**config.mk**
```make
export PLATFORM = sky130hd
export DESIGN_NAME = spi_config_bunny
export DESIGN_NICKNAME = d
export VERILOG_FILES = /design/src/rtl/spi_config_bunny.sv
export SDC_FILE = /design/constraint.sdc
export NUM_CORES = 1
export LEC_CHECK = 0
export ABC_AREA = 1
export BUFFER_PORTS_ARGS = -buffer_cell sky130_fd_sc_hd__buf_2
export CAP_MARGIN = 40
export CORE_ASPECT_RATIO = 1.4
export CORE_MARGIN = 1
export CORE_UTILIZATION = 43
export DETAILED_ROUTE_END_ITERATION = 7
export SLEW_MARGIN = 40
export SYNTH_ARGS = -nofsm -noshare
export SYNTH_HDL_FRONTEND = slang
export SYNTH_SLANG_ARGS = --single-unit
```
**constraint.sdc**
```tcl
create_clock -name clock -period 4.83 [get_ports clock]
set_clock_uncertainty 0.15 [all_clocks]
set_input_delay 0.966 -clock clock [delete_from_list [all_inputs] [get_ports clock]]
set_output_delay 0.966 -clock clock [all_outputs]
set_load 0.01 [all_outputs]
```
**src/rtl/spi_config_bunny.sv**
```systemverilog
// PCD8544 (Nokia 5110) SPI driver: sends the controller init sequence, then
// streams 504-byte frames built from a sprite ROM and a hunger bar in bank 5.
module spi_config_bunny #(
    parameter int unsigned CLK_DIV    = 4,
    parameter int unsigned INIT_DELAY = 16
) (
    input  logic       clock,
    input  logic       Reset,
    input  logic [3:0] nivel_hambre,
    input  logic [3:0] draw,
    output logic       mosi,
    output logic       sclk,
    output logic       sce,
    output logic       dc
);
    localparam int unsigned CW = $clog2(2 * CLK_DIV + 1);
    localparam int unsigned WW = $clog2(INIT_DELAY + 1);
    localparam logic [CW-1:0] PH_LAST   = CW'(CLK_DIV - 1);
    localparam logic [CW-1:0] GAP_LAST  = CW'(2 * CLK_DIV - 1);
    localparam logic [WW-1:0] WAIT_LAST = WW'(INIT_DELAY - 1);

    typedef enum logic [2:0] {S_WAIT, S_INIT, S_SET_ADDR, S_DATA, S_IDLE} state_t;
    typedef enum logic [2:0] {PH_IDLE, PH_LOAD, PH_LOW, PH_HIGH, PH_GAP} phase_t;

    state_t        state, state_n;
    phase_t        phase, phase_n;
    logic [CW-1:0] cnt, cnt_n;
    logic [2:0]    bit_cnt, bit_cnt_n;
    logic [7:0]    sr, sr_n;
    logic [WW-1:0] wait_cnt, wait_n;
    logic [2:0]    seq_idx, idx_n;
    logic [2:0]    bank, bank_n;
    logic [6:0]    col, col_n;
    logic [3:0]    draw_q, hunger_q;
    logic [3:0]    frame_draw, fdraw_n, frame_hunger, fhunger_n;
    logic          mosi_n, sclk_n, sce_n, dc_n;
    logic          free, load, load_dc;
    logic [7:0]    load_byte, data_byte;
    logic [6:0]    bar_len;

    function automatic logic [7:0] init_cmd(input logic [2:0] i);
        case (i)
            3'd0:    init_cmd = 8'h21;
            3'd1:    init_cmd = 8'hBF;
            3'd2:    init_cmd = 8'h04;
            3'd3:    init_cmd = 8'h14;
            3'd4:    init_cmd = 8'h20;
            default: init_cmd = 8'h0C;
        endcase
    endfunction

    // Sprite 1 is the bunny (ears, body with eyes, feet); sprite 2 a dither test pattern.
    function automatic logic [7:0] sprite_byte(input logic [3:0] idx, input logic [2:0] b,
                                               input logic [6:0] c);
        logic ears, body, eyes, feet;
        ears = (c >= 7'd30 && c <= 7'd33) || (c >= 7'd50 && c <= 7'd53);
        body = (c >= 7'd26 && c <= 7'd57);
        eyes = (c >= 7'd34 && c <= 7'd35) || (c >= 7'd48 && c <= 7'd49);
        feet = (c >= 7'd28 && c <= 7'd33) || (c >= 7'd50 && c <= 7'd55);
        sprite_byte = 8'h00;
        case (idx)
            4'd1: begin
                case (b)
                    3'd0:    sprite_byte = ears ? 8'hF0 : 8'h00;
                    3'd1:    sprite_byte = ears ? 8'hFF : 8'h00;
                    3'd2:    sprite_byte = body ? (eyes ? 8'hE7 : 8'hFF) : 8'h00;
                    3'd3:    sprite_byte = body ? 8'hFF : 8'h00;
                    3'd4:    sprite_byte = feet ? 8'h0F : 8'h00;
                    default: sprite_byte = 8'h00;
                endcase
            end
            4'd2:    sprite_byte = c[0] ? 8'h55 : 8'hAA;
            default: sprite_byte = 8'h00;
        endcase
    endfunction

    always_comb begin
        bar_len = {3'b000, frame_hunger} * 7'd5;
        if (bank == 3'd5)
            data_byte = (col < bar_len) ? 8'h3C : 8'h00;
        else if (frame_draw == 4'd0)
            data_byte = 8'h00;
        else
            data_byte = sprite_byte(frame_draw, bank, col);
    end

    always_comb begin
        state_n   = state;
        phase_n   = phase;
        cnt_n     = cnt;
        bit_cnt_n = bit_cnt;
        sr_n      = sr;
        wait_n    = wait_cnt;
        idx_n     = seq_idx;
        bank_n    = bank;
        col_n     = col;
        fdraw_n   = frame_draw;
        fhunger_n = frame_hunger;
        mosi_n    = mosi;
        sclk_n    = sclk;
        sce_n     = sce;
        dc_n      = dc;
        load      = 1'b0;
        load_byte = 8'h00;
        load_dc   = 1'b0;
        // Next byte is chosen on the last gap clock so bytes run back to back.
        free      = (phase == PH_IDLE) || (phase == PH_GAP && cnt == GAP_LAST);

        case (state)
            S_WAIT: begin
                if (wait_cnt == WAIT_LAST) begin
                    load      = 1'b1;
                    load_byte = init_cmd(3'd0);
                    idx_n     = 3'd1;
                    wait_n    = '0;
                    state_n   = S_INIT;
                end else begin
                    wait_n = wait_cnt + WW'(1);
                end
            end
            S_INIT: begin
                if (free) begin
                    load = 1'b1;
                    if (seq_idx == 3'd6) begin
                        load_byte = 8'h80;
                        fdraw_n   = draw_q;
                        fhunger_n = hunger_q;
                        bank_n    = '0;
                        col_n     = '0;
                        idx_n     = 3'd1;
                        state_n   = S_SET_ADDR;
                    end else begin
                        load_byte = init_cmd(seq_idx);
                        idx_n     = seq_idx + 3'd1;
                    end
                end
            end
            S_SET_ADDR: begin
                if (free) begin
                    load = 1'b1;
                    if (seq_idx == 3'd1) begin
                        load_byte = 8'h40;
                        idx_n     = 3'd2;
                    end else begin
                        load_byte = data_byte;
                        load_dc   = 1'b1;
                        col_n     = 7'd1;
                        state_n   = S_DATA;
                    end
                end
            end
            S_DATA: begin
                if (free) begin
                    if (bank == 3'd6) begin
                        state_n = S_IDLE;
                    end else begin
                        load      = 1'b1;
                        load_byte = data_byte;
                        load_dc   = 1'b1;
                        if (col == 7'd83) begin
                            col_n  = '0;
                            bank_n = bank + 3'd1;
                        end else begin
                            col_n = col + 7'd1;
                        end
                    end
                end
            end
            S_IDLE: begin
                if (free && (draw_q != frame_draw || hunger_q != frame_hunger)) begin
                    load      = 1'b1;
                    load_byte = 8'h80;
                    fdraw_n   = draw_q;
                    fhunger_n = hunger_q;
                    bank_n    = '0;
                    col_n     = '0;
                    idx_n     = 3'd1;
                    state_n   = S_SET_ADDR;
                end
            end
            default: state_n = S_WAIT;
        endcase

        if (load) begin
            phase_n   = PH_LOAD;
            cnt_n     = '0;
            bit_cnt_n = '0;
            sr_n      = {load_byte[6:0], 1'b0};
            mosi_n    = load_byte[7];
            dc_n      = load_dc;
            sce_n     = 1'b0;
            sclk_n    = 1'b0;
        end else begin
            case (phase)
                PH_LOAD: begin
                    phase_n = PH_LOW;
                    cnt_n   = '0;
                end
                PH_LOW: begin
                    if (cnt == PH_LAST) begin
                        phase_n = PH_HIGH;
                        sclk_n  = 1'b1;
                        cnt_n   = '0;
                    end else begin
                        cnt_n = cnt + CW'(1);
                    end
                end
                PH_HIGH: begin
                    if (cnt == PH_LAST) begin
                        cnt_n  = '0;
                        sclk_n = 1'b0;
                        if (bit_cnt == 3'd7) begin
                            phase_n = PH_GAP;
                            sce_n   = 1'b1;
                        end else begin
                            phase_n   = PH_LOW;
                            mosi_n    = sr[7];
                            sr_n      = {sr[6:0], 1'b0};
                            bit_cnt_n = bit_cnt + 3'd1;
                        end
                    end else begin
                        cnt_n = cnt + CW'(1);
                    end
                end
                PH_GAP: begin
                    if (cnt == GAP_LAST) begin
                        phase_n = PH_IDLE;
                        cnt_n   = '0;
                        mosi_n  = 1'b0;
                        dc_n    = 1'b0;
                    end else begin
                        cnt_n = cnt + CW'(1);
                    end
                end
                default: phase_n = PH_IDLE;
            endcase
        end
    end

    always_ff @(posedge clock or negedge Reset) begin
        if (!Reset) begin
            state        <= S_WAIT;
            phase        <= PH_IDLE;
            cnt          <= '0;
            bit_cnt      <= '0;
            sr           <= '0;
            wait_cnt     <= '0;
            seq_idx      <= '0;
            bank         <= '0;
            col          <= '0;
            draw_q       <= '0;
            hunger_q     <= '0;
            frame_draw   <= '0;
            frame_hunger <= '0;
            mosi         <= 1'b0;
            sclk         <= 1'b0;
            sce          <= 1'b1;
            dc           <= 1'b0;
        end else begin
            state        <= state_n;
            phase        <= phase_n;
            cnt          <= cnt_n;
            bit_cnt      <= bit_cnt_n;
            sr           <= sr_n;
            wait_cnt     <= wait_n;
            seq_idx      <= idx_n;
            bank         <= bank_n;
            col          <= col_n;
            draw_q       <= draw;
            hunger_q     <= nivel_hambre;
            frame_draw   <= fdraw_n;
            frame_hunger <= fhunger_n;
            mosi         <= mosi_n;
            sclk         <= sclk_n;
            sce          <= sce_n;
            dc           <= dc_n;
        end
    end
endmodule

```
**After elaboration in Yosys (flattened, before gate mapping)**

Index checks and enable logic that the tools add are counted.

- Bits in writable memories: 0
- Input bits: 10
- ROM bits: 0
- Register bits after elaboration: 59
- Bits in latches: 0
- Memories kept: 0
- Logic and storage cells: 229
- Output and inout bits: 4

- Shifts and indexed selects: 0
- Mux-type cells: 104
- Bitwise gates (word level): 0
- Div/mod/pow operators: 0
- Reduce and logical (&&, ||, !) cells: 44
- Multipliers: 1
- $lt $le $gt $ge: 13
- Equal/unequal tests: 44
- Add/sub/neg operators: 6

Operators by type and width:

| operator | count |
|---|---|
| 8-bit two-way mux | 18 |
| 8-bit one-hot mux with 5 select lines | 3 |
| 3-bit two-way mux | 28 |
| 7-bit two-way mux | 8 |
| 7-bit by 6-bit <= comparator with 1-bit output, second input constant | 6 |
| 4-bit two-way mux | 10 |
| 7-bit one-hot mux with 4 select lines | 1 |
| 3-bit by 2-bit == test with 1-bit output, second input constant | 8 |
| 3-bit == test, second input constant | 8 |
| 2-bit != test, second input constant | 12 |
| 3-bit one-hot mux with 4 select lines | 2 |
| 7-bit by 5-bit greater-or-equal comparator with 1-bit output, second input constant | 3 |
| 7-bit by 6-bit greater-or-equal comparator with 1-bit output, second input constant | 3 |
| 1-bit two-way mux | 20 |
| 4-bit one-hot mux with 2 select lines | 2 |
| 8-bit one-hot mux with 2 select lines | 1 |
| 8-bit AND reduction | 2 |
| 3-bit one-hot mux with 5 select lines | 1 |
| 3-bit by 1-bit == test with 1-bit output, second input constant | 4 |
| 3-bit logical NOT | 4 |
| 6-bit two-way mux | 2 |
| 4-bit one-hot mux with 3 select lines | 1 |
| 3-bit AND reduction | 4 |
| 2-bit nonzero test | 6 |
| 28 further kinds | 55 |

**Longest topological paths before layout**

Gate-level depths: netlist of the first run.

- Depth after elaboration: 13
- Depth in mapped cells: 16
- Mapped depth without buffers: 16

**Least setup slack after synthesis of the first run**

OpenSTA, ideal clock, no wires.

- Path type: register -> register
- From: register frame_hunger[3]
- To: register sr[6]
- Buffers on the path: 0
- Stages on the path, launching flop included: 17
- Slack: 2.245 ns
- Data arrival time: 2.370 ns
- Cells stage by stage: dfrtp_1 -> ha_1 -> ha_1 -> fa_1 -> inv_1 -> ha_1 -> nand3_1 -> nand2_1 -> o21ai_0 -> nand2_1 -> nand2_1 -> nand2_1 -> nand2_1 -> nand2_1 -> nand2_1 -> nand2_1 -> nand2_1

- Word-level cells in the longest chain between the ends: 8
- Elaborated cells on any way between the ends: 19

Ends and longest elaborated chain:

| element | line | text |
|---|---|---|
| from (decl) | 35 | `logic [3:0] frame_draw, fdraw_n, frame_hunger, fhunger_n;` |
| from (signal assigned) | 272 | `frame_hunger <= fhunger_n;` |
| 4-bit by 3-bit multiplier with 7-bit output | 78 | `bar_len = {3'b000, frame_hunger} * 7'd5;` |
| 7-bit < comparator | 80 | `data_byte = (col < bar_len) ? 8'h3C : 8'h00;` |
| 6-bit two-way mux | 80 |  |
| 8-bit two-way mux | 79 | `if (bank == 3'd5)` |
| 8-bit two-way mux (on tied branches) | 154, 141 |  |
| 8-bit two-way mux (on tied branches) | 153, 139 |  |
| 8-bit one-hot mux with 5 select lines | 109 | `case (state)` |
| 8-bit two-way mux | 184 | `if (load) begin` |
| to (signal assigned) | 264 | `sr <= sr_n;` |
| to (decl) | 29 | `logic [7:0] sr, sr_n;` |

Parallel ways exist; a longest one is shown, timed or not.
A chain may end at the register's enable or synchronous reset.

**Final worst setup path of the first run**

Same ends and word-level chain as after synthesis.

==> results.txt, run 1 <==
Outcome - finished, final reports clean
Cell taking the most area after synthesis - dfrtp_1
Post-CTS setup buffers - 0
VDD IR max - 0.172 mV
Pins Over Slew Limit - 0
Global-route wire length before repair - 15.0 mm
H-tree depth - 3
Number of routed nets with antenna violations - 0
CP Max Fanout - 5
Kind of critical path - register to register
Worst setup SP type - register
Leak pwr - 2.11 nW
Root Driver - clkbuf_16
Antenna violations before repair - 0
YS warnings - 0
DR iter-0 viols - 109
Pin count of the biggest net entering global routing - 37
Final Setup Violations - 0
Clk Latency, worst-skew pair - 0.33 ns
CTS tree - built
Largest cells by area after synthesis - dfrtp_1 37%, nand2_1 12%, ha_1 7.4%, nor2_1 6.6%, inv_1 4.5%
NumNets Final - 567
# clock sinks - 58
Post-synth cell types - 49
Layout cells sized above 1 - 14.0%
First drt pass iteration count - 6
# IOs - 14
Routability cong. - 0.926
Worst setup margin - 2.06 ns
Post-Synthesis Cells - 515
Power per cell area - 273 nW/um^2
Fill count - 837
Hold_sp - sr[5]
Syn Nets - 549
DP HPWL - 6.68 mm
Die width - 82.3 um
RSZ-0062 raised after global routing - no
Starting density of the core - 44.9%
Pre-CTS setup slack - 2.08 ns
Post-synth ARST share - 100%
Synth Flop Type - dfrtp_1
EDFF count, synth - 0
GRT overflow - 0
Reg-to-reg startpoint - frame_hunger[3]
Core Area - 8660 sq um
Final Critical Period - 2.77 ns
Crit path required time - 4.95 ns
Final TNS setup - 0 ns
GR Util All Layers - 21.3%
Resized cells post-CTS - 0
Final hold viol count - 0
# DRC - 0
Vias per cell - 5.19
Seq/Total Area, Yosys - 37.4%
Die H - 114 um
Worst-margin pin slew - 0.526 ns
Synthesized flop and latch total - 58
Synthesized area - 3880 sq um
Relative slew margins - 65.0%
Vias in the first global route - 3463
Final wirelength - 8.70 mm
Full die area - 9420 sq um
Cts-stage hold buffer count - 0
Cell area after placement - 4040 sq um
Wire length per cell - 13.6 um
Worst-case clock buffer depth - 2
Post-route cell area - 4350 sq um
Period utilization - 57.4%
Inserted Diodes - 0
HP Class - register to register
Setup crit end kind - register
Cell Count, Final, Fillers Out - 642
IO Port Bufs - 13
Crit. Startpoint - frame_hunger[3]
Synth top area share - 36.7%
Arr. time, crit path - 2.90 ns
Placed Cells - 627
Fmax - 360 MHz
Vias - 3335
CTS buffer count - 9
Synthesized area per cell - 7.54 sq um
Syn-to-layout area delta - 12.1%
# rows - 40
Max-cap viol count - 0
Reg clk slew, reported paths - 0.05 ns
==> area by class of cell <==
class / count / area, sq um / area share [%]
multi-input cells: 387 / 2140 / 49.2
flip-flops and latches: 58 / 1450 / 33.4
clock buffers: 10 / 239 / 5.49
inverters: 63 / 239 / 5.49
repair buffers: 14 / 72.6 / 1.67
well taps: 105 / 131 / 3.02
clock inverters: 5 / 78.8 / 1.81
==> state kept, by name, summed over array words and instances, names as in the netlist <==
name and cells:
mosi 1, wait_cnt 5, state 3, draw_q 4
cnt 4, seq_idx 3, frame_hunger 4, sce 1
bit_cnt 3, dc 1, frame_draw 4, phase 3
hunger_q 4, bank 3, sclk 1, col 7
sr 7
==> cell usage after synthesis (4+ instances only) <==
master	instances
nand2_1	126
o31ai_1	4
xnor2_1	9
dfrtp_1	57
o21ai_1	11
o21ai_0	27
a21oi_1	23
nor3_1	6
nor2_1	68
ha_1	23
nor2_2	6
nand3_1	34
inv_2	15
inv_1	47
==> critical path: stages (launching register included) <==
cell and delay (ns):
dfrtp_1 0.44, ha_1 0.32, ha_1 0.23, fa_1 0.48, inv_1 0.04, ha_1 0.28, nand3_1 0.09, nand2_1 0.05
o21ai_0 0.14, nand2_1 0.07, nand2_1 0.06, nand2_1 0.04, nand2_1 0.10, nand2_1 0.08, nand2_1 0.05, nand2_1 0.05
nand2_1 0.05
==> stage by stage <==
| step | power [mW] | util [%] | hold slack, ns |
|---|---|---|---|
| 2_1_floorplan | 0.504 | - | 0.299 |
| 3_3_place_gp | 0.519 | 46.6 | 0.315 |
| 3_5_place_dp | 0.519 | 46.6 | 0.320 |
| 4_1_cts | 1.21 | 50.3 | 0.334 |
| 5_1_grt | 1.23 | 50.3 | 0.356 |
| 6_report | 1.19 | 50.3 | 0.332 |
==> cells by family after synthesis <==
kind of cell | Yosys count | synth area share, %
xor gates and xnor gates | 11 | 2.48
DFF | 58 | 37.4
and+or+nand+nor | 264 | 30.3
muxes | 4 | 1.16
adders and majority gates | 24 | 7.93
buffers and inverters | 70 | 7.51
AOI/OAI and AO/OA | 84 | 13.3
==> cells in the final DEF (no fill, tap or decap), drive strengths merged <==
cell / n
fa: 1
or2: 2
and3: 1
buf: 14
nand2: 131
nand4: 3
xnor2: 9
inv: 63
o2111ai: 2
clkinv: 3
o21bai: 1
o221ai: 1
o31ai: 4
dfstp: 1
o22ai: 1
o21ai: 42
nand3b: 3
o21a: 2
nand3: 37
ha: 23
a21boi: 2
a21oi: 25
xor2: 2
bufinv: 2
nor3: 7
dfrtp: 57
mux2: 4
a211oi: 4
clkbuf: 10
nor2: 77
nor3b: 2
nor4: 1
==> power breakdown <==
part / leakage, nW / switching (mW) / internal (mW)
logic: 1.18 / 0.0119 / 0.00532
registers: 0.763 / 0.00227 / 0.490
clock network: 0.158 / 0.220 / 0.461
total: 2.11 / 0.234 / 0.956
==> metal layers <==
metal,global-route usage [%],share of wire [%],wire (um),vias up
li1,-,-,-,1716
met1,21.8,41,3570,1542
met2,37.9,54,4660,58
met3,5.66,3.3,289,19
met4,12.0,2.2,188,0
met5,0,0,0,-
==> worst paths after layout <==
path	slack, ns	cells past startpoint	endpoint
setup / recovery	2.06	16	sr[6]
hold / removal	0.33	2	sr[5]
setup reg to reg	2.06	16	sr[6]
hold reg to reg	0.33	2	sr[5]
max in group asynchronous	3.18	2	sce
min in group asynchronous	0.46	1	col[0]
Note: power is estimated with default switching activity, not from simulation.
==> run 2: changes to the inputs <==
- ABC_AREA: 1 -> 0
- clock period: 4.83 -> 2.5 ns (I/O delays scaled with it)
==> run 2 against run 1 <==
The run now ends with negative setup slack left. Non-clock buffer count increased by 60. Clock-buffer cell count decreased by 1. Area after synthesis increased by 4.8%. Routed wire length increased by 17%. Core utilization increased by 4.6 points. Flip-flop and latch count unchanged. Fmax decreased by 3.5%. Critical path type unchanged. Critical endpoint is now sr[4]. Largest power group unchanged. Highest routed layer unchanged.
==> results.txt, run 2 <==
Outcome - finished, violations left
Failing checks - negative setup slack
Period utilization - 115% (+58 points)
Wire length per cell - 16.7 um (+23%)
Arr. time, crit path - 2.98 ns (+0.08 ns)
Top cell by count, worst path - ha_4
Largest cells by area after synthesis - dfrtp_1 35%, ha_1 7.1%, nand2_1 3.5%, nor2_1 3.4%, o21ai_0 3.1%
Commonest non-fill, non-tap cells in the layout - 58 x buf_4, 56 x dfrtp_1, 37 x nand2_1
GR Util All Layers - 23.0% (+1.7 points)
Post-synth ARST share - 100% (unchanged)
DR iter-0 viols - 162 (+49%)
# clock sinks - 58 (unchanged)
GRT overflow - 0 (unchanged)
Vias in the first global route - 3657 (+5.6%)
CP Max Fanout - 2 (-3)
Root Driver - clkbuf_16
Core Area - 9080 sq um (+4.9%)
Final Critical Period - 2.88 ns (+0.101 ns)
Starting density of the core - 44.8% (about the same)
Antenna violations before repair - 0 (unchanged)
Syn-to-layout area delta - 22.5%
Pre-CTS setup slack - -0.476 ns (-2.56 ns)
Post-synth top cells - 57 x dfrtp_1, 38 x nand2_1, 37 x nor2_1
Worst-margin pin slew - 0.441 ns (-0.0849 ns)
Cell taking the most area after synthesis - dfrtp_1
First drt pass iteration count - 4 (-2)
# IOs - 14 (unchanged)
IO Port Bufs - 13 (unchanged)
Switching share of total power - 21.2% (+1.5 points)
Reg-to-reg startpoint - frame_hunger[1]
# DRC - 0 (unchanged)
Power per cell area - 437 nW/um^2 (+60%)
Post-Synthesis Cells - 440 (-15%)
CTS buffer count - 9 (unchanged)
Relative slew margins - 70.4% (+5.4 points)
Clk Latency, worst-skew pair - 0.33 ns (about the same)
Synthesized area per cell - 9.25 sq um (+23%)
Post-Route Utilization - 54.9% (+4.6 points)
EDFF count, synth - 0 (unchanged)
Max-cap viol count - 0 (unchanged)
Worst setup margin - -0.375 ns (-2.43 ns)
DP HPWL - 7.63 mm (+14%)
Slowest stage delay, CP - 0.54 ns (+0.06 ns)
Flop pwr share - 43.7% (+2.3 points)
# rows - 41 (+2.5%)
Die width - 84.2 um (+2.3%)
CTS tree - built
Placed Cells - 592 (-5.6%)
Final Setup Violations - 4 (+4)
Slowest CP cell - fa_2
Cell area after placement - 4600 sq um (+14%)
YS warnings - 0 (unchanged)
CP cell instances - ha_4 > ha_4 > fa_2 > inv_2 > ha_4 > a211oi_2 > o21ai_2 > a2111oi_4 > o31ai_2 > a31oi_1
Leading cell type in the layout, fill and taps excluded - buf_4
Worst-case clock buffer depth - 2 (unchanged)
Pin count of the biggest net entering global routing - 59 (+59%)
Cell Count, Final, Fillers Out - 611 (-4.8%)
Synthesized flop and latch total - 58 (unchanged)
Vias per cell - 5.85 (+13%)
Pins Over Slew Limit - 0 (unchanged)
Kind of critical path - register to register
Global-route wire length before repair - 17.5 mm (+16%)
Setup crit end kind - register
Combinational Power Share - 1.7% (+0.3 points)
Final hold viol count - 0 (unchanged)
VDD IR max - 0.415 mV (+140%)
Post-route cell area - 4980 sq um (+15%)
P_int - 1.72 mW (+80%)
Switching pwr - 461 uW (+97%)
Worst setup SP type - register
Routability cong. - 0.911 (-1.6%)
Synth Flop Type - dfrtp_1
Full die area - 9860 sq um (+4.7%)
Largest registers - col x7, sr x7, wait_cnt x5
Crit. Startpoint - frame_hunger[1]
Syn Nets - 474 (-14%)
Final wirelength - 10.2 mm (+17%)
Inserted Diodes - 0 (unchanged)
H-tree depth - 3 (unchanged)
Synth top area share - 35.1% (-1.7 points)
Fill count - 838 (+0.12%)
Cts-stage hold buffer count - 0 (unchanged)
Die H - 117 um (+2.3%)
Vias - 3572 (+7.1%)
Crit path required time - 2.60 ns (-2.35 ns)
RSZ-0062 raised after global routing - yes
Seq/Total Area, Yosys - 35.7% (-1.7 points)
HP Class - primary input to async pin
Leak pwr - 2.34 nW (+11%)
Fmax - 348 MHz (-3.5%)
Post-synth cell types - 82 (+67%)
Number of routed nets with antenna violations - 0 (unchanged)
Synthesized area - 4070 sq um (+4.8%)
Most frequent cell after synthesis - dfrtp_1
Reg clk slew, reported paths - 0.05 ns (about the same)
Layout cells sized above 1 - 26.4% (+12 points)
NumNets Final - 534 (-5.8%)
Clock Power Share - 54.7% (-2.5 points)
[run 2: cell types whose count changed in the layout (fill, tap and decap cells not counted), moves of 7 or more]
cell	delta
xor2_1	+8
inv_2	-13
buf_4	+57
nand2_1	-89
inv_1	-30
nor2_1	-32
a31oi_1	+8
o21ai_1	-7
nand3_1	-20
[run 2: power groups by stage]
stage / clock network [mW] / logic, mW / registers (mW)
2_1_floorplan: 0 / 0.00630 / 0.966
3_3_place_gp: 0 / 0.0386 / 0.967
3_5_place_dp: 0 / 0.0389 / 0.967
4_1_cts: 1.22 / 0.0388 / 0.951
5_1_grt: 1.25 / 0.0438 / 0.951
6_report: 1.19 / 0.0367 / 0.951
[run 2: path summary, 6_finish.rpt]
kind	cells past startpoint	to	slack [ns]
hold / removal	2	wait_cnt[2]	0.01
min in group clock	1	hunger_q[3]	0.12
setup / recovery	10	sr[4]	-0.38
hold reg to reg	2	sce	0.31
setup reg to reg	10	sr[4]	-0.38
max in group asynchronous	2	sce	1.90
[run 2: area by class of cell]
type / count / area [sq um] / share of cell area (%)
multi-input combinational: 338 / 2480 / 49.8
sequential: 58 / 1450 / 29.2
clock buffer: 9 / 225 / 4.52
clock inverter: 6 / 58.8 / 1.18
inverter: 19 / 71.3 / 1.43
tap: 107 / 134 / 2.69
timing repair buffer: 74 / 561 / 11.2
[run 2: per-stage QoR]
step	total power, mW	setup TNS (ns)	hold slack, ns
floorplan	0.972	-0.999	0.0544
global placement	1.01	-1.21	0.300
detailed placement	1.01	-1.56	0.305
CTS	2.21	-1.22	0.0250
global route	2.25	-1.58	0.0627
finish	2.18	-1.16	0.0104
[run 2: kinds of logic (layout without fill, tap and decap cells)]
| family | count (synthesis) | after routing | synth area share [%] |
|---|---|---|---|
| xor+xnor | 13 | 13 | 2.80 |
| mux | 18 | 18 | 4.83 |
| compound gates | 126 | 126 | 23.5 |
| flops | 58 | 58 | 35.7 |
| simple gates | 157 | 157 | 20.6 |
| fa+ha+maj | 24 | 24 | 7.56 |
| buf+inv | 44 | 108 | 5.01 |
[run 2: worst max-delay path: cells and delay by family, from the launching register on]
kind / cells / cell delay [ns]
buffers and inverters: 1 / 0.04
flip-flops: 1 / 0.40
adder cells (fa/ha/maj): 4 / 1.18
AO/OA/AOI/OAI: 5 / 1.01
[run 2: what timing repair did]
item / CTS / global route
resized for setup: 8 / 7
hold endpoints to repair: 0 / 0
endpoints found under the setup margin: 4 / 21
pin swaps: 7 / 10
setup buffers: 2 / 2
[run 2: per-layer routing]
metal	global-route usage (%)	part of all wire, %
met4	12.4	2.4
met3	3.79	3.0
met1	23.8	40
met5	0	0
met2	44.6	55
